===== src/rtl/button_debounce_pkg.sv =====
// Shared definitions for the push-button debouncer: FSM state encoding and
// default timing parameters.
package button_debounce_pkg;

    // Debouncer FSM states, 2-bit encoding.
    typedef enum logic [1:0] {
        ST_IDLE         = 2'd0,
        ST_PRESS_WAIT   = 2'd1,
        ST_HELD         = 2'd2,
        ST_RELEASE_WAIT = 2'd3
    } state_t;

    // Default stability window and long-press time, in clock cycles.
    localparam int unsigned DEF_DEBOUNCE_CYCLES = 100000;
    localparam int unsigned DEF_LONG_CYCLES     = 50000000;

endpackage


===== src/rtl/sync2.sv =====
// Two-flop synchronizer for a single asynchronous input pin. The reset value
// is a parameter so that pins with either idle level can share this block.
module sync2 #(
    parameter logic RESET_VAL = 1'b1
) (
    input  logic CLK,
    input  logic RST_N,
    input  logic d,
    output logic q
);

    logic meta;

    // Double-register the async input to resolve metastability.
    always_ff @(posedge CLK or negedge RST_N) begin
        if (!RST_N) begin
            meta <= RESET_VAL;
            q    <= RESET_VAL;
        end else begin
            meta <= d;
            q    <= meta;
        end
    end

endmodule


===== src/rtl/button_debounce.sv =====
// Push-button debouncer for an active-low, bouncing pin. Produces one-cycle
// PRESS/RELEASE pulses and a debounced PRESSED level.
// Optional long-press detection is enabled by defining BUTTON_LONGPRESS_EN;
// without it LONG is tied low and no long-press counter exists.
module button_debounce
    import button_debounce_pkg::*;
#(
    parameter int unsigned DEBOUNCE_CYCLES = DEF_DEBOUNCE_CYCLES,
    parameter int unsigned LONG_CYCLES     = DEF_LONG_CYCLES
) (
    input  logic CLK,
    input  logic RST_N,
    input  logic BUT,
    output logic PRESS,
    output logic RELEASE,
    output logic PRESSED,
    output logic LONG
);

    localparam int unsigned   CW       = $clog2(DEBOUNCE_CYCLES);
    localparam logic [CW-1:0] CNT_LAST = CW'(DEBOUNCE_CYCLES - 1);

    logic          sync;
    state_t        state;
    logic [CW-1:0] dbc_cnt;

    // Reset to 1 so a held button after reset still goes through a full debounce.
    sync2 #(
        .RESET_VAL(1'b1)
    ) u_sync (
        .CLK  (CLK),
        .RST_N(RST_N),
        .d    (BUT),
        .q    (sync)
    );

    // Debounce FSM with registered PRESS/RELEASE pulses and PRESSED level.
    always_ff @(posedge CLK or negedge RST_N) begin
        if (!RST_N) begin
            state   <= ST_IDLE;
            dbc_cnt <= '0;
            PRESS   <= 1'b0;
            RELEASE <= 1'b0;
            PRESSED <= 1'b0;
        end else begin
            PRESS   <= 1'b0;
            RELEASE <= 1'b0;
            unique case (state)
                ST_IDLE: begin
                    if (!sync) begin
                        state   <= ST_PRESS_WAIT;
                        dbc_cnt <= '0;
                    end
                end
                ST_PRESS_WAIT: begin
                    if (sync) begin
                        // Bounce: drop back without reporting anything.
                        state <= ST_IDLE;
                    end else if (dbc_cnt == CNT_LAST) begin
                        state   <= ST_HELD;
                        dbc_cnt <= '0;
                        PRESS   <= 1'b1;
                        PRESSED <= 1'b1;
                    end else begin
                        dbc_cnt <= dbc_cnt + CW'(1);
                    end
                end
                ST_HELD: begin
                    if (sync) begin
                        state   <= ST_RELEASE_WAIT;
                        dbc_cnt <= '0;
                    end
                end
                ST_RELEASE_WAIT: begin
                    if (!sync) begin
                        state <= ST_HELD;
                    end else if (dbc_cnt == CNT_LAST) begin
                        state   <= ST_IDLE;
                        dbc_cnt <= '0;
                        RELEASE <= 1'b1;
                        PRESSED <= 1'b0;
                    end else begin
                        dbc_cnt <= dbc_cnt + CW'(1);
                    end
                end
                default: begin
                    state <= ST_IDLE;
                end
            endcase
        end
    end

`ifdef BUTTON_LONGPRESS_EN
    localparam int unsigned   LW       = $clog2(LONG_CYCLES + 1);
    localparam logic [LW-1:0] LONG_SAT = LW'(LONG_CYCLES);

    logic [LW-1:0] long_cnt;
    logic          press_accept;
    logic          release_accept;

    assign press_accept   = (state == ST_PRESS_WAIT) && !sync && (dbc_cnt == CNT_LAST);
    assign release_accept = (state == ST_RELEASE_WAIT) && sync && (dbc_cnt == CNT_LAST);

    // Saturating hold-time counter; LONG fires once when it first reaches LONG_CYCLES.
    always_ff @(posedge CLK or negedge RST_N) begin
        if (!RST_N) begin
            long_cnt <= '0;
            LONG     <= 1'b0;
        end else begin
            LONG <= 1'b0;
            if (press_accept || release_accept) begin
                long_cnt <= '0;
            end else if ((state == ST_HELD || state == ST_RELEASE_WAIT) &&
                         (long_cnt != LONG_SAT)) begin
                long_cnt <= long_cnt + LW'(1);
                if (long_cnt == LONG_SAT - LW'(1)) begin
                    LONG <= 1'b1;
                end
            end
        end
    end
`else
    // Long-press feature compiled out.
    assign LONG = 1'b0;

    logic unused_long_cfg;
    assign unused_long_cfg = ^LONG_CYCLES;
`endif

endmodule


===== config.mk =====
export PLATFORM = sky130hd
export DESIGN_NAME = button_debounce
export DESIGN_NICKNAME = d
export VERILOG_FILES = /design/src/rtl/button_debounce_pkg.sv /design/src/rtl/sync2.sv /design/src/rtl/button_debounce.sv
export SDC_FILE = /design/constraint.sdc
export NUM_CORES = 1
export LEC_CHECK = 0
export CAP_MARGIN = 20
export CORE_MARGIN = 4
export CORE_UTILIZATION = 28
export CTS_BUF_LIST = sky130_fd_sc_hd__clkbuf_8
export DETAILED_ROUTE_END_ITERATION = 7
export PLACE_DENSITY = 0.44
export REMOVE_ABC_BUFFERS = 1
export SYNTH_ARGS = -nofsm -noshare
export SYNTH_HDL_FRONTEND = slang
export SYNTH_HIERARCHICAL = 1
export SYNTH_SLANG_ARGS = --single-unit

===== constraint.sdc =====
create_clock -name CLK -period 2.7 [get_ports CLK]
set_input_delay 0.54 -clock CLK [delete_from_list [all_inputs] [get_ports CLK]]
set_output_delay 0.54 -clock CLK [all_outputs]
set_load 0.01 [all_outputs]

==> flow_summary_export.csv <==
group,metric,value,unit
clocking,post_cts_resized,0,
worst_setup_path,worstSetupStartpointType,"flop",
floorplanning,io_pins,7,
final_layout,final_area,1349,um2
synthesis,ys_top_cells_by_area,"dfrtp_1, or4_1, dfstp_2",
power,powerDensity,553.4,nW/um2
grt,grt_pass1_vias,858,
worst_hold_path,holdCritStartpoint,"u_sync/meta",
route,via_count,879,
clocking,clockBufferDepth,2,
run_status,status,"completed",
route,drt-initial-drc-count,26,
placed_design,dp_hpwl,1.714,mm
final_layout,diodes,0,
placed_design,placed_cell_area,1277,um2
floorplanning,row_count,23,
clocking,cts_buffers,3,
power,ir_drop,210.5,uV
clocking,htreeDepth,1,
worst_setup_path,required,2850,ps
sta,max_slew_margin,56.46,%
sta,slew_viol_final,0,
sta,setup_slack,460.7,ps
worst_hold_path,hp-class,"reg2reg",
power,leakagePower,0.5268,nW
clocking,ctsHoldBuffers,0,
synthesis,synth_commonest_cells,"dfrtp_1, nand2_1, nor2_1",
sta,setup_tns,0,ps
grt,grt_max_degree,25,
clocking,clkTransAtPathRegs,90,ps
synthesis,synth_edf_count,0,
sta,tightest_slew,647.1,ps
worst_setup_path,critPathKind,"reg2reg",
synthesis,ys_async_sr_fraction,100.0,%
synthesis,yosys_warnings,6,
floorplanning,coreArea,4058,um2
sta,setup_viol,0,
grt,grt_pass1_wl,4.312,mm
worst_setup_path,crit_path_end_kind,"flop",
sta,min_period,2239,ps
clocking,worstSkewPairLatency,270,ps
synthesis,synthFlopType,"dfrtp_1",
worst_setup_path,path_cells,"or4b_1 -> or4_4 -> a21oi_4 -> o2bb2ai_1",
grt,grt.total_usage,10.54,%
power,fin_total_pwr,746.4,uW
worst_setup_path,slowest_stage,"or4_4",
final_layout,area_growth,13.83,%
synthesis,synth_top_area_share,46.46,%
route,wl,2.434,mm
floorplanning,die_x,73.05,um
floorplanning,die_y,73.05,um
route,postRouteAntennaNets,0,
final_layout,layout-drive-gt1-share,8.661,%
clocking,clock_sinks,24,
route,drc,0,
synthesis,synth_area,1185,um2
worst_setup_path,worstSetupStartpoint,"dbc_cnt[12]",
synthesis,yosysSeqAreaShare,50.90,%
final_layout,fillers,413,
sta,period_share,82.94,%
grt,antenna_found_initial,0,
floorplanning,floorplan.initialDensity,29.20,%
placed_design,place_ws,464.6,ps
placed_design,gp_congestion,0.7674,
route,firstDrtPassIters,4,
sta,hold_violations,0,
clocking,clock-root-buffer,"clkbuf_8",
final_layout,layout.area.seq,603.1,um2
worst_setup_path,critPathMaxStageDelay,600,ps
worst_setup_path,cp.arrival,2390,ps
synthesis,synth_most_common_cell,"dfrtp_1",
synthesis,netlist_instances,122,
synthesis,ys_ff_latch,24,
clocking,postCtsSetupBuffers,0,
final_layout,fin_nets,132,
worst_setup_path,worstReg2RegStart,"dbc_cnt[12]",
worst_setup_path,cp_max_fo,14,
placed_design,portBuffers,5,
sta,skew,2.929,ps
floorplanning,die_area,5336,um2
clocking,cts_tree,"done",
synthesis,synth_top_area_cell,"dfrtp_1",
grt,overflow,0,
route,via_per_inst,4.966,
synthesis,ys_types,33,
job,max_cap_violations,0,
final_layout,multi_input_area,535.5,um2
synthesis,synth_area_per_cell,9.712,um2
sta,max_freq,446.6,MHz
sta,rsz0062_at_grt,"false",
route,wl_per_cell,13.75,um
-- logic make-up (layout without fill, tap and decap cells) --
kind of cell / after synthesis / count (layout) / synth area share (%)
AOI/OAI and AO/OA: 23 / 23 / 12.14
DFF: 24 / 24 / 50.90
buffers and inverters: 9 / 14 / 3.907
other: 1 / 1 / 0.3165
xor gates and xnor gates: 9 / 9 / 6.652
adders and majority gates: 1 / 1 / 1.056
and+or+nand+nor: 55 / 55 / 25.03
-- critical path, delay by kind of cell (launching register included) --
kind	cells	cell delay, ps
AO/OA/AOI/OAI	2	510
flip-flops	1	440
AND/OR/NAND/NOR	2	1180
-- stage by stage --
step                util [%]  std cells  hold WS [ps]
finish                 33.24        177         367.2
detailed placement     31.48        173         356.3
global route           33.24        177         374.1
CTS                    33.24        177         370.0
floorplan                  -        116         244.4
global placement       31.48        173         346.1
-- where the power goes --
part / switching (mW) / internal, mW / total (mW)
sequential: 0.0169 / 0.372 / 0.389
combinational: 0.0249 / 0.0163 / 0.0412
clock: 0.118 / 0.198 / 0.317
total: 0.160 / 0.586 / 0.746
-- cell type report --
| type | instances | share of cell area (%) |
|---|---|---|
| Multi-Input combinational cell | 89 | 39.70 |
| Sequential cell | 24 | 44.71 |
| Tap cell | 50 | 4.638 |
| Inverter | 3 | 0.8349 |
| Clock inverter | 1 | 2.226 |
| Timing Repair Buffer | 7 | 4.824 |
| Clock buffer | 3 | 3.061 |
-- path summary, 6_finish.rpt --
path	to	slack [ps]	cells past startpoint
max	dbc_cnt[10]	460	4
min	u_sync/q	370	0
max reg2reg	dbc_cnt[10]	460	4
min reg2reg	u_sync/q	370	0
max in group asynchronous	u_sync/q	1790	2
min in group asynchronous	PRESS	630	2
-- routing by layer --
layer	vias up	GRT usage [%]	share of wire (%)
met5	-	0	0
met4	0	4.918	2.0
met3	5	2.066	1.7
met2	6	15.39	45
met1	423	14.88	51
li1	445	-	-
-- cell usage in the layout, fill, tap and decap left out --
cell and instances:
buf_4 2, xor2_1 4, or4_1 8, dfstp_2 2, xnor2_1 5, or3_2 1, conb_1 1, a21oi_1 9
nand4_1 5, clkdlybuf4s50_1 5, o2bb2ai_1 1, nor2_1 11, inv_1 3, o21ai_0 6, o31ai_1 4, nand4b_1 1
a31oi_1 1, and2_1 1, or4_4 1, clkbuf_8 3, nand2_1 13, or4b_1 1, nor4_1 1, nand2b_1 3
bufinv_16 1, ha_1 1, dfrtp_1 22, a21oi_4 1, nand3_1 5, nor3_1 3, o211ai_1 1, or3_1 1
-- registers in the layout (all words and copies together) (netlist names), named ones only --
register and flops:
u_sync/q 1, RELEASE 1, dbc_cnt 17, u_sync/meta 1, PRESS 1, state 1, PRESSED 1
No activity file was read; power rests on OpenSTA's default activity.
